--- config.mk ---
export PLATFORM = sky130hd
export DESIGN_NAME = seq_divider
export DESIGN_NICKNAME = d
export VERILOG_FILES = /design/src/rtl/seq_divider.sv
export SDC_FILE = /design/constraint.sdc
export NUM_CORES = 1
export LEC_CHECK = 0
export BUFFER_PORTS_ARGS = -buffer_cell sky130_fd_sc_hd__buf_2
export CAP_MARGIN = 10
export CORE_ASPECT_RATIO = 1.1
export CORE_MARGIN = 1.5
export CORE_UTILIZATION = 40
export CTS_CLUSTER_SIZE = 28
export DETAILED_ROUTE_END_ITERATION = 12
export PLACE_DENSITY_LB_ADDON = 0.1
export SYNTH_ARGS = -nofsm -noshare
export SYNTH_HDL_FRONTEND = slang
export SYNTH_SLANG_ARGS = --single-unit
--- constraint.sdc ---
create_clock -name clk -period 5.9 [get_ports clk]
set_input_delay 1.475 -clock clk [delete_from_list [all_inputs] [get_ports clk]]
set_output_delay 1.475 -clock clk [all_outputs]
set_load 0.02 [all_outputs]
--- src/rtl/seq_divider.sv ---
// Sequential unsigned radix-2 restoring divider: one quotient bit per clock,
// with registered quotient/remainder, divide-by-zero flag and a done strobe.
module seq_divider #(
    parameter int WIDTH = 32
) (
    input  logic             clk,
    input  logic             rst,
    input  logic             start,
    input  logic [WIDTH-1:0] dividend,
    input  logic [WIDTH-1:0] divisor,
    output logic             busy,
    output logic             done,
    output logic [WIDTH-1:0] quotient,
    output logic [WIDTH-1:0] remainder,
    output logic             div_by_zero
);

    // state | meaning
    // IDLE  | waiting for start
    // CALC  | one restoring step per clock, cnt counts down to 0
    // DONE  | results updated, done strobe for one cycle
    typedef enum logic [1:0] {IDLE, CALC, DONE} state_t;

    localparam int CNT_W = (WIDTH > 2) ? $clog2(WIDTH) : 1;

    state_t           state, state_nxt;
    logic [WIDTH-1:0] q, rem, dvs;
    logic [CNT_W-1:0] cnt;
    logic [WIDTH:0]   trial, diff;
    logic             fits;
    logic [WIDTH-1:0] q_nxt, rem_nxt;

    // Trial keeps the full remainder plus the next dividend bit, so a divisor
    // with its MSB set never overflows the compare. Borrow out of diff means
    // the divisor does not fit.
    always_comb begin
        trial   = {rem, q[WIDTH-1]};
        diff    = trial - {1'b0, dvs};
        fits    = ~diff[WIDTH];
        rem_nxt = fits ? diff[WIDTH-1:0] : trial[WIDTH-1:0];
        q_nxt   = {q[WIDTH-2:0], fits};
    end

    always_comb begin
        state_nxt = state;
        case (state)
            IDLE: begin
                if (start) begin
                    state_nxt = (divisor != '0) ? CALC : DONE;
                end
            end
            CALC: begin
                if (cnt == '0) begin
                    state_nxt = DONE;
                end
            end
            DONE:    state_nxt = IDLE;
            default: state_nxt = IDLE;
        endcase
    end

    always_ff @(posedge clk) begin
        if (rst) begin
            state       <= IDLE;
            q           <= '0;
            rem         <= '0;
            dvs         <= '0;
            cnt         <= '0;
            quotient    <= '0;
            remainder   <= '0;
            div_by_zero <= 1'b0;
        end else begin
            state <= state_nxt;
            case (state)
                IDLE: begin
                    if (start) begin
                        if (divisor != '0) begin
                            q   <= dividend;
                            rem <= '0;
                            dvs <= divisor;
                            cnt <= CNT_W'(WIDTH - 1);
                        end else begin
                            quotient    <= '1;
                            remainder   <= dividend;
                            div_by_zero <= 1'b1;
                        end
                    end
                end
                CALC: begin
                    q   <= q_nxt;
                    rem <= rem_nxt;
                    cnt <= cnt - CNT_W'(1);
                    if (cnt == '0) begin
                        quotient    <= q_nxt;
                        remainder   <= rem_nxt;
                        div_by_zero <= 1'b0;
                    end
                end
                default: ;
            endcase
        end
    end

    assign busy = (state == CALC);
    assign done = (state == DONE);

endmodule
==> metrics.txt <==
RSZ-0062 raised after global routing false; CP top delay family compound AO/OA/AOI/OAI gates; Inserted Diodes 0; post-synthesis compound-gate area fraction 0.243; M2 GR Usage 0.335; non-filler instance count after layout 1,512; WP buf/inv 2; Synth async-reset ratio 0; period utilisation layout 0.698; setup tns final 0 ps; combinational family with the most area after synthesis compound AO/OA/AOI/OAI gates; Seq/Total Area, Yosys 0.388; Stages on worst setup path 14; critical path's largest stage delay 490 ps; global-route usage over all layers 0.213; Worst Setup Path Type flip-flop to flip-flop; most frequent cells after synthesis dfxtp_1, nand2_1, a21oi_1; first-pass GRT wire length 37,900 µm; Ys Warns 0; final hold violation count 0; Post-Place Setup Slack 1480 ps; Hold Buf Count CTS 0; RePlAce Congestion 0.848; clk sinks 168; fill count 2,214; postcts setup bufs 0; routed vias 7,855; Worst Path Arrival 4400 ps; CP Max Fanout 26; leakage 4.14 nW; RR Startpoint q[31]; M3 GR Usage 0.0271; crit start category flip-flop; worst-path cell chain inv_1 > ha_1 > fa_1 > nand2b_1 > a21o_1 > a32o_1 > o31ai_4 > a41o_1 > o211ai_1 > o211ai_4 > buf_4 > mux2i_1 > a211o_1 > a21oi_1; Syn Std Cell Area 8660 µm²; Num CTS Buffers 17; R2R Setup Slk 1780 ps; GR Overflow Total 0; adder-cell share of the synthesized area 0.0514; NumNets Final 1,311; max frequency 0.243 GHz; initial antenna violation count 0; most common cell in the netlist dfxtp_1; global route hottest layer met2; # Max-Cap Violations 0; Ports 134; largest net degree at the start of global routing 74; Final Skew 9.80 ps; register bit count reported by yosys 168; DRT Pass-1 Iters 8; Max transition margin 0.468; CTS tree yes; Detailed Place HPWL 17,000 µm; Row Count 56; reg2reg end remainder[6]; final instance area 10,100 µm²; Post-Syn Instances 1,118; Final setup viols 0; 1st-iter DRT viols 412; Total Wirelength 23,700 µm; final setup margin 1780 ps; Hold Slack 453 ps; CTS resizes 0; synth unique cells 61; area grow syn2layout 16.8%; simple-gate share of the synthesized area 0.182; post-synthesis xor/xnor area fraction 0.0313; Clk Latency, worst-skew pair 430 ps; status completed; syn nets 1,220; post-synth top area cell dfxtp_1; htree depth 4; Worst Hold Class flip-flop to flip-flop; M1 GR Usage 0.305; Power Dens Cells 646 nW/µm²; Worst Setup EP remainder[6]; placed insts 1,480; slowest CP cell buf_4; Die W 143 µm; Vias/cell 5.20; Mapped Avg Cell Area 7.75 µm²; Critical path origin q[31]; share of cells above drive strength 1 0.159; worst slew pin tran 779 ps; largest cells by area after synthesis dfxtp_1, a21oi_1, nand2_1; root buffer cell clkbuf_16; worst vdd ir 0.000456 V; R2R cell count 14; Multi-input gate area 4700 µm²; sequential cell area 3360 µm²; chip height 157 µm; Starting Density 0.407; Tmin final 4120 ps; Residual DRC 0; mux share of post-synthesis cell area 0.0318; Worst EP required 6180 ps; number of global-route vias before repair 7,187; clock slew at reported path FFs 70 ps; clock buffer depth 2; CP endpoint kind flip-flop; Main synth FF type dfxtp_1; port bufs 133; area share of the largest cell type after synthesis 0.388; Final ANT Viol Nets 0; core area 21,300 µm²; placed cell areas 9490 µm²; area of the die 22,500 µm²; EDFF count, synth 0; Max Transition Viols Final 0; WL per Instance 15.7 µm
-- layer usage --
| layer | up-vias | routed length, µm |
|---|---|---|
| met4 | 0 | 293 |
| met2 | 159 | 10500 |
| met1 | 3600 | 11900 |
| li1 | 4076 | - |
| met5 | - | 0 |
| met3 | 20 | 954 |
-- cell usage in the layout, fill, tap and decap left out, types with 3 or more instances in the layout --
master and n:
mux2i_1 26, xnor2_1 20, o211ai_1 6, nor2_1 115, o41ai_1 3, nor2b_1 9
inv_8 5, o31ai_1 3, a221oi_1 4, xor2_1 11, a211o_1 22, a21o_1 12
nor3_1 40, inv_6 4, nand4_1 4, dfxtp_1 167, ha_1 34, o21a_1 4
nor4_1 10, nand2b_1 5, a211oi_1 37, o21ai_0 43, nand3_1 11, o22ai_1 33
o21bai_1 5, a21oi_1 137, clkbuf_16 17, buf_2 132, a31oi_1 4, nor3b_1 3
inv_1 76, nand2_1 158, buf_4 15
-- registers in the layout, summed over array words and instances (netlist names) --
name,count
quotient,32
remainder,32
q,32
rem,32
state,2
dvs,32
cnt,5
div_by_zero,1
-- cell type report --
class	count	share of cell area
Sequential cell	168	0.333
Timing Repair Buffer	147	0.0764
Tap cell	290	0.0359
Clock inverter	15	0.0199
Multi-Input combinational cell	798	0.465
Inverter	77	0.0286
Clock buffer	17	0.0420
-- how the worst min path moves through the flow --
stage | from | to | slack (ps) | cells after the start
after global routing | dvs[7] | dvs[7] | 470 | 2
after CTS | dvs[19] | dvs[19] | 460 | 2
final | dvs[19] | dvs[19] | 450 | 2
after global placement | dvs[17] | dvs[17] | 440 | 2
after detailed placement | dvs[19] | dvs[19] | 450 | 2
after floorplan | dvs[10] | dvs[10] | 440 | 2
-- power by group --
group          internal, mW  switching (mW)  total (mW)
registers              1.30           0.132        1.43
clock network         0.653           0.538        1.19
logic                  1.54            2.37        3.92
-- cell families after synthesis --
kind of cell	Yosys count
buffers and inverters	152
multiplexers	27
XOR/XNOR	31
AND/OR/NAND/NOR	370
AO/OA/AOI/OAI	335
flip-flops	168
adder cells (fa/ha/maj)	35
-- through the flow --
stage	power, mW	utilization
3_3_place_gp	5.35	0.446
5_1_grt	7.06	0.475
3_5_place_dp	5.37	0.446
4_1_cts	6.57	0.475
6_report	6.54	0.475
2_1_floorplan	4.68	-
-- worst register-to-register path, delay by kind of cell, from the launching register on --
family | cells | cell delay, ps
buffers and inverters | 2 | 550
and+or+nand+nor | 1 | 180
adders and majority gates | 2 | 620
muxes | 1 | 460
DFF | 1 | 390
AOI/OAI and AO/OA | 8 | 1760
Power figures use the tool's default switching activity.
